### src/rtl/alu_wrapper.sv
// rtl/alu_wrapper.sv - bring-up harness: bus-loaded opcode/operand registers feeding a 16-bit ALU
module alu_wrapper (
   input  logic        clk,
   input  logic        rst_n,
   input  logic [9:0]  data_input,
   input  logic        ld_op_code,
   input  logic        ld_src,
   input  logic        ld_dest,
   output logic [4:0]  Flags,
   output logic [15:0] Out
);

   logic [3:0]  r_op;
   logic [15:0] r_src;
   logic [15:0] r_dest;

   logic [15:0] w_ext;
   logic [16:0] w_sum;
   logic [16:0] w_diff;
   logic        w_add_ovf;
   logic        w_sub_ovf;
   logic        w_borrow;

   assign w_ext = {{6{data_input[9]}}, data_input};

   // Strobes are level-sensitive: a strobe held low reloads on every edge.
   always_ff @(posedge clk or negedge rst_n) begin
      if (!rst_n) begin
         r_op   <= 4'h0;
         r_src  <= 16'h0000;
         r_dest <= 16'h0000;
      end else begin
         if (!ld_op_code) r_op   <= data_input[3:0];
         if (!ld_src)     r_src  <= w_ext;
         if (!ld_dest)    r_dest <= w_ext;
      end
   end

   assign w_sum     = {1'b0, r_dest} + {1'b0, r_src};
   assign w_diff    = {1'b0, r_dest} - {1'b0, r_src};
   assign w_borrow  = w_diff[16];
   assign w_add_ovf = (r_dest[15] == r_src[15]) && (w_sum[15]  != r_dest[15]);
   assign w_sub_ovf = (r_dest[15] != r_src[15]) && (w_diff[15] != r_dest[15]);

   logic [15:0] w_out;
   logic        w_n, w_z, w_f, w_l, w_c;

   always_comb begin
      w_out = 16'h0000;
      w_c   = 1'b0;
      w_l   = 1'b0;
      w_f   = 1'b0;
      case (r_op)
         4'h1: begin w_out = w_sum[15:0]; w_c = w_sum[16]; w_f = w_add_ovf; end
         4'h2: w_out = r_dest & r_src;
         4'h3: w_out = r_dest | r_src;
         4'h4: w_out = r_dest ^ r_src;
         4'h5: begin w_out = w_diff[15:0]; w_c = w_borrow; w_l = w_borrow; w_f = w_sub_ovf; end
         4'h6: begin w_out = r_dest;       w_c = w_borrow; w_l = w_borrow; w_f = w_sub_ovf; end
         4'h7: w_out = ~r_src;
         4'h8: begin w_out = {r_dest[14:0], 1'b0};       w_c = r_dest[15]; end
         4'h9: begin w_out = {1'b0, r_dest[15:1]};       w_c = r_dest[0];  end
         4'hA: begin w_out = {r_dest[15], r_dest[15:1]}; w_c = r_dest[0];  end
         4'hB: w_out = r_src;
         default: w_out = 16'h0000;
      endcase

      w_n = w_out[15];
      w_z = (w_out == 16'h0000);
      // CMP reports the relation of dest to src rather than properties of Out.
      if (r_op == 4'h6) begin
         w_z = (w_diff[15:0] == 16'h0000);
         w_n = w_diff[15] ^ w_sub_ovf;
      end else if (r_op == 4'h0 || r_op > 4'hB) begin
         w_z = 1'b0;
         w_n = 1'b0;
      end
   end

   assign Out   = w_out;
   assign Flags = {w_n, w_z, w_f, w_l, w_c};

endmodule

### config.mk
export PLATFORM = sky130hd
export DESIGN_NAME = alu_wrapper
export DESIGN_NICKNAME = d
export VERILOG_FILES = /design/src/rtl/alu_wrapper.sv
export SDC_FILE = /design/constraint.sdc
export NUM_CORES = 1
export LEC_CHECK = 0
export CORE_AREA = 8 8 120 122
export CTS_BUF_LIST = sky130_fd_sc_hd__clkbuf_8
export DETAILED_ROUTE_END_ITERATION = 7
export DIE_AREA = 0 0 128 130
export GPL_ROUTABILITY_DRIVEN = 1
export SYNTH_ARGS = -nofsm -noshare
export SYNTH_HDL_FRONTEND = slang
export SYNTH_SLANG_ARGS = --single-unit
### constraint.sdc
create_clock -name clk -period 6.6 [get_ports clk]
set_clock_uncertainty 0.15 [all_clocks]
set_input_delay 1.32 -clock clk [delete_from_list [all_inputs] [get_ports clk]]
set_output_delay 1.32 -clock clk [all_outputs]
set_load 0.01 [all_outputs]
==> flow_metrics.env, run 1 <==
export IMPL_critPathRequiredTime_ns=5.13
export IMPL_relSlewSlack=0.2607
export IMPL_fin_crit_sh=0.9344
export IMPL_dr_total_vias=3533
export IMPL_r2r_cells=2
export IMPL_crit_path_max_fanout=14
export IMPL_grt_usage=0.1413
export IMPL_hold_violations=0
export IMPL_r2r_start="r_op[0]$_DFFE_PN0N_"
export IMPL_r2r_end="r_op[0]$_DFFE_PN0N_"
export IMPL_ys_ff_latch=24
export IMPL_viasPerCell=5.763
export IMPL_grt_pass1_vias=3352
export IMPL_die_area_sq_um=16640
export IMPL_crit_path_end="Flags[3]"
export IMPL_area_delta_synth_final_pct=11.72
export IMPL_layout_drive_gt1_share=0.1202
export IMPL_fin_setup_tns_ns=0
export IMPL_rows=41
export IMPL_synth_edf_count=0
export IMPL_hpwl_microns=9179
export IMPL_initial_core_util=0.2933
export IMPL_cts_root_buffer_cell="clkbuf_8"
export IMPL_synth_top_area_frac=0.1649
export IMPL_routabilityCongestion=0.9348
export IMPL_synth_distinct_cells=84
export IMPL_port_buffers=35
export IMPL_routedWlPerCell_microns=19.20
export IMPL_final_cell_mix="inv_1 (35), clkdlybuf4s50_1 (35), ha_1 (34)"
export IMPL_cts_hold_buffers=0
export IMPL_cp_arrival_ns=4.70
export IMPL_p_per_area_nw_per_um2=211.7
export IMPL_cts_buffer_depth=2
export IMPL_setup_ws_ns=0.4327
export IMPL_yosys_most_used_dff="dfrtp_1"
export IMPL_status="finished, final reports clean"
export IMPL_yosysSeqAreaShare=0.1649
export IMPL_critPathLaunchType="flop"
export IMPL_clkSinkCount=24
export IMPL_ant_nets=0
export IMPL_netlist_area_sq_um=3641
export IMPL_fillers=1352
export IMPL_avgSynthCellArea_sq_um=8.370
export IMPL_numCtsBuffers=3
export IMPL_postCtsResizedCells=0
export IMPL_antenna_found_initial=0
export IMPL_fp_dieW_microns=128
export IMPL_core_area_sq_um=12410
export IMPL_critPathKind="reg2out"
export IMPL_synthArstFlopShare=1.000
export IMPL_drv_slew=0
export IMPL_worstMarginPinSlew_ns=1.105
export IMPL_grt_overflow=0
export IMPL_finalSetupViolCount=0
export IMPL_drc_errors=0
export IMPL_total_leakage_power_nw=1.593
export IMPL_fmax_mhz=162.1
export IMPL_post_cts_setup_buffer_count=0
export IMPL_nets=494
export IMPL_drtIter0Drc=448
export IMPL_io_pins=36
export IMPL_synth_area_top_cells="dfrtp_1 (16%), ha_1 (12%), mux2_2 (7.7%)"
export IMPL_worstSetupEndpointType="output port"
export IMPL_hp_class="reg2reg"
export IMPL_drtPass1Iterations=5
export IMPL_cts_tree="built"
export IMPL_syn_num_nets=487
export IMPL_regToRegSetupSlack_ns=4.90
export IMPL_rsz0062_at_grt="no"
export IMPL_pre_cts_ws_ns=0.7710
export IMPL_n_antenna_cell=0
export IMPL_finalWirelength_microns=11770
export IMPL_yosysWarnings=0
export IMPL_grt_max_degree=28
export IMPL_cts_reportedPaths_clkPinSlew_ns=0.09
export IMPL_cp_startpoint="r_dest[5]$_DFFE_PN0N_"
export IMPL_synthCells=435
export IMPL_grt_first_pass_wirelength_microns=18800
export IMPL_drv_cap=0
export IMPL_worst_skew_pair_late_latency_ns=0.27
export IMPL_synth_top_area_cell="dfrtp_1"
export IMPL_die_h_microns=130
export IMPL_min_period_ns=6.167
export IMPL_htree_levels=1
export IMPL_power_total_mw=0.8610
export IMPL_vdd_drop_max_v=0.00008773
## cells in the mapped netlist (8+ instances only)
cell	instances
nor2_1	22
a31oi_1	18
a211oi_1	10
a22oi_1	8
nand2_1	25
a21oi_1	17
ha_1	34
mux2_2	25
buf_4	10
nor2b_1	15
dfrtp_1	24
o21ai_0	15
inv_1	35
buf_2	13
## worst max-delay path, stage by stage, from the launching register on
cell             delay [ns]
dfrtp_1                0.44
inv_1                  0.08
ha_1                   0.48
or3_4                  0.50
a2111oi_4              0.33
or3_2                  0.21
nand2_1                0.08
o21bai_1               0.17
fa_1                   0.49
a2111oi_0              0.33
nand4_1                0.13
nor3_1                 0.20
o2111ai_1              0.17
o31ai_1                0.24
clkdlybuf4s50_1        0.58
## sequential cells by signal, summed over array words and instances, names as in the netlist
name	count
r_src	10
r_dest	10
r_op	4
## cell families after synthesis
family | Yosys count | share of synthesized area
XOR/XNOR | 11 | 0.02646
adder cells (fa/ha/maj) | 37 | 0.1333
AO/OA/AOI/OAI | 140 | 0.2914
AND/OR/NAND/NOR | 121 | 0.1914
flip-flops | 24 | 0.1649
buffers and inverters | 72 | 0.1010
multiplexers | 30 | 0.09141
## metal layers
layer	track usage	vias up	wire length, microns
met5	0	-	0
met4	0.03916	0	219
met3	0.01754	22	793
met2	0.2287	165	5406
met1	0.1931	1715	5349
li1	-	1631	-
## through the flow
stage	hold slack [ns]	area (sq um)	instances	utilization
2_1_floorplan	0.3589	3641	435	-
3_3_place_gp	0.3902	3996	609	0.3219
3_5_place_dp	0.4084	3996	609	0.3219
4_1_cts	0.4297	4068	613	0.3277
5_1_grt	0.4534	4068	613	0.3277
6_report	0.4212	4068	613	0.3277
## report_power, final
part / switching [mW] / internal [mW]
Clock: 0.0495 / 0.0812
Combinational: 0.307 / 0.228
Sequential: 0.0334 / 0.161
## worst min-delay path by stage
stage,startpoint,to,slack (ns),depth (start not counted)
2_1_floorplan,r_src[6]$_DFFE_PN0N_,r_src[6]$_DFFE_PN0N_,0.36,1
3_5_place_dp,r_src[5]$_DFFE_PN0N_,r_src[5]$_DFFE_PN0N_,0.41,1
4_1_cts,r_src[5]$_DFFE_PN0N_,r_src[5]$_DFFE_PN0N_,0.43,1
3_3_place_gp,r_src[5]$_DFFE_PN0N_,r_src[5]$_DFFE_PN0N_,0.39,1
6_report,r_src[5]$_DFFE_PN0N_,r_src[5]$_DFFE_PN0N_,0.42,1
5_1_grt,r_src[5]$_DFFE_PN0N_,r_src[5]$_DFFE_PN0N_,0.45,1
## layout make-up
class                           count  area (sq um)  area share
Multi-Input combinational cell    339          2673      0.6570
Sequential cell                    24         600.6      0.1476
Inverter                           36         135.1     0.03322
Clock inverter                      1         30.03    0.007382
Tap cell                          172         215.2     0.05291
Clock buffer                        3         41.29     0.01015
Timing Repair Buffer               38         372.9     0.09166
Note: power is estimated with default switching activity, not from simulation.
==> inputs of run 2 (changes only) <==
--- a/config.mk
+++ b/config.mk
@@ -10,6 +10,7 @@
 export DETAILED_ROUTE_END_ITERATION = 7
 export DIE_AREA = 0 0 128 130
 export GPL_ROUTABILITY_DRIVEN = 1
+export GPL_TIMING_DRIVEN = 0
 export SYNTH_ARGS = -nofsm -noshare
 export SYNTH_HDL_FRONTEND = slang
 export SYNTH_SLANG_ARGS = --single-unit
==> run 2 against run 1 <==
Compared with the run above: worst setup slack got worse by 0.087 ns; via count is 5.5% higher; highest routed layer unchanged; first-iteration DRC count fell by 14%; hold slack worse by 0.0048 ns; global-route usage grew 0.64 points; critical endpoint unchanged; largest cell class unchanged.
==> flow_metrics.env, run 2 (same netlist as run 1, synthesis figures left out) <==
export IMPL_largestRegisters="r_dest: 10 flops, r_src: 10 flops, r_op: 4 flops"
export IMPL_core_area_sq_um=12410
export IMPL_n_antenna_cell=0
export IMPL_finalWirelength_microns=12770
export IMPL_cpMaxStageDelayCell="clkdlybuf4s50_1"
export IMPL_worstSetupEndpointType="output port"
export IMPL_relSlewSlack=0.2674
export IMPL_worst_skew_pair_late_latency_ns=0.26
export IMPL_cp_arrival_ns=4.78
export IMPL_fillers=1357
export IMPL_numCtsBuffers=3
export IMPL_final_cell_mix="inv_1 (35), ha_1 (34), clkdlybuf4s50_1 (33)"
export IMPL_dr_total_vias=3729
export IMPL_ant_nets=0
export IMPL_hold_violations=0
export IMPL_cts_reportedPaths_clkPinSlew_ns=0.09
export IMPL_p_clk_frac=0.144
export IMPL_initial_core_util=0.2933
export IMPL_antenna_found_initial=0
export IMPL_power_switching_mw=0.4085
export IMPL_final_cells=644
export IMPL_grt_overflow=0
export IMPL_critPathKind="reg2out"
export IMPL_die_area_sq_um=16640
export IMPL_fp_dieW_microns=128
export IMPL_hp_class="reg2reg"
export IMPL_cts_buffer_depth=2
export IMPL_pwr_share_comb=0.648
export IMPL_grt_first_pass_wirelength_microns=19730
export IMPL_worstMarginPinSlew_ns=1.095
export IMPL_io_pins=36
export IMPL_hpwl_microns=9902
export IMPL_drv_cap=0
export IMPL_port_buffers=33
export IMPL_crit_chain="inv_1, ha_1, buf_2, or3_4, a2111oi_4, or3_2, nand2_1, o21bai_1, fa_1, a2111oi_2, nand4_1, nor3_1, o2111ai_1, o31ai_1, buf_4, clkdlybuf4s50_1"
export IMPL_status="finished, final reports clean"
export IMPL_grt_usage=0.1477
export IMPL_layout_commonest_cell="inv_1"
export IMPL_clkSinkCount=24
export IMPL_critPathLaunchType="flop"
export IMPL_dp_cells=640
export IMPL_area_delta_synth_final_pct=17.32
export IMPL_cts_tree="built"
export IMPL_nets=525
export IMPL_die_h_microns=130
export IMPL_drv_slew=0
export IMPL_power_total_mw=0.8992
export IMPL_vdd_drop_max_v=0.0001124
export IMPL_grt_use_met1=0.1977
export IMPL_p_per_area_nw_per_um2=210.5
export IMPL_slowest_delay_ns=0.53
export IMPL_rows=41
export IMPL_critPathRequiredTime_ns=5.13
export IMPL_met3_usage=0.02326
export IMPL_fin_crit_sh=0.9476
export IMPL_total_leakage_power_nw=1.722
export IMPL_viasPerCell=5.790
export IMPL_drtPass1Iterations=5
export IMPL_cts_root_buffer_cell="clkbuf_8"
export IMPL_finalSetupViolCount=0
export IMPL_fmax_mhz=159.9
export IMPL_top_usage_layer="met2"
export IMPL_htree_levels=1
export IMPL_fin_setup_tns_ns=0
export IMPL_grt_met2_usage=0.2327
export IMPL_min_period_ns=6.254
export IMPL_rsz0062_at_grt="no"
export IMPL_grt_max_degree=25
export IMPL_routedWlPerCell_microns=19.82
export IMPL_internal_power_mw=0.4906
export IMPL_sequentialPowerShare=0.208
export IMPL_post_cts_setup_buffer_count=0
export IMPL_crit_path_max_fanout=10
export IMPL_grt_pass1_vias=3590
export IMPL_layout_drive_gt1_share=0.1758
export IMPL_drtIter0Drc=384
export IMPL_p_sw_frac=0.4543
export IMPL_routabilityCongestion=0.9574
export IMPL_drc_errors=0
## run 2: what timing repair did
action                                  in CTS  in global routing
hold buffers                                 0                  0
endpoints found under the setup margin       0                  1
resized for setup                            0                  4
## run 2: worst max-delay path: cells and delay by family (launching register included)
| family | cells | cell delay [ns] |
|---|---|---|
| AND/OR/NAND/NOR | 5 | 1.02 |
| adder cells (fa/ha/maj) | 2 | 0.81 |
| AO/OA/AOI/OAI | 5 | 1.28 |
| flip-flops | 1 | 0.44 |
| buffers and inverters | 4 | 0.96 |
## run 2: worst paths after layout
check,cells after the start,startpoint,slack (ns),to
hold reg to reg,1,r_src[6]$_DFFE_PN0N_,0.42,r_src[6]$_DFFE_PN0N_
setup reg to reg,5,r_op[0]$_DFFE_PN0N_,4.90,r_op[0]$_DFFE_PN0N_
min in group asynchronous,1,rst_n,1.49,r_dest[0]$_DFFE_PN0N_
max in group asynchronous,1,rst_n,4.08,r_dest[4]$_DFFE_PN0N_
hold / removal,1,r_src[6]$_DFFE_PN0N_,0.42,r_src[6]$_DFFE_PN0N_
setup / recovery,16,r_src[4]$_DFFE_PN0N_,0.35,Flags[3]
## run 2: layout make-up
cell class / count / area, sq um / area share
inverter: 36 / 135.1 / 0.03163
sequential: 24 / 601.8 / 0.1409
clock inverter: 1 / 30.03 / 0.007030
timing repair buffer: 33 / 330.3 / 0.07733
tap: 172 / 215.2 / 0.05038
clock buffer: 3 / 41.29 / 0.009666
buffer: 36 / 232.7 / 0.05448
multi-input combinational: 339 / 2685 / 0.6286
## run 2: through the flow
step                worst slack (ns)  utilization  cell area, sq um  hold slack, ns
floorplan                      1.721            -              3641          0.3589
global placement              0.3584       0.3372              4187          0.3895
detailed placement            0.3898       0.3372              4187          0.4037
CTS                          0.07532       0.3430              4258          0.4248
global route                 0.04709       0.3441              4272          0.4377
finish                        0.3458       0.3441              4272          0.4164
## run 2: per-layer routing
metal  up-vias  wire length, microns
li1       1689                     -
met1      1776                  5457
met2       224                  5642
met3        40                  1167
met4         0                   498
met5         -                     0
## run 2: power by group through the flow
stage	combinational, mW	sequential (mW)	clock (mW)
global placement	0.563	0.188	0
global route	0.625	0.189	0.138
floorplan	0.380	0.180	0
CTS	0.569	0.186	0.134
finish	0.583	0.187	0.129
detailed placement	0.566	0.189	0
==> inputs of run 3 (changes only) <==
--- a/config.mk
+++ b/config.mk
@@ -5,6 +5,7 @@
 export SDC_FILE = /design/constraint.sdc
 export NUM_CORES = 1
 export LEC_CHECK = 0
+export ABC_CLOCK_PERIOD_IN_PS = 6600
 export CORE_AREA = 8 8 120 122
 export CTS_BUF_LIST = sky130_fd_sc_hd__clkbuf_8
 export DETAILED_ROUTE_END_ITERATION = 7
==> results of run 3 <==
No change in the layout: final DEF, timing and power equal those of run 2.
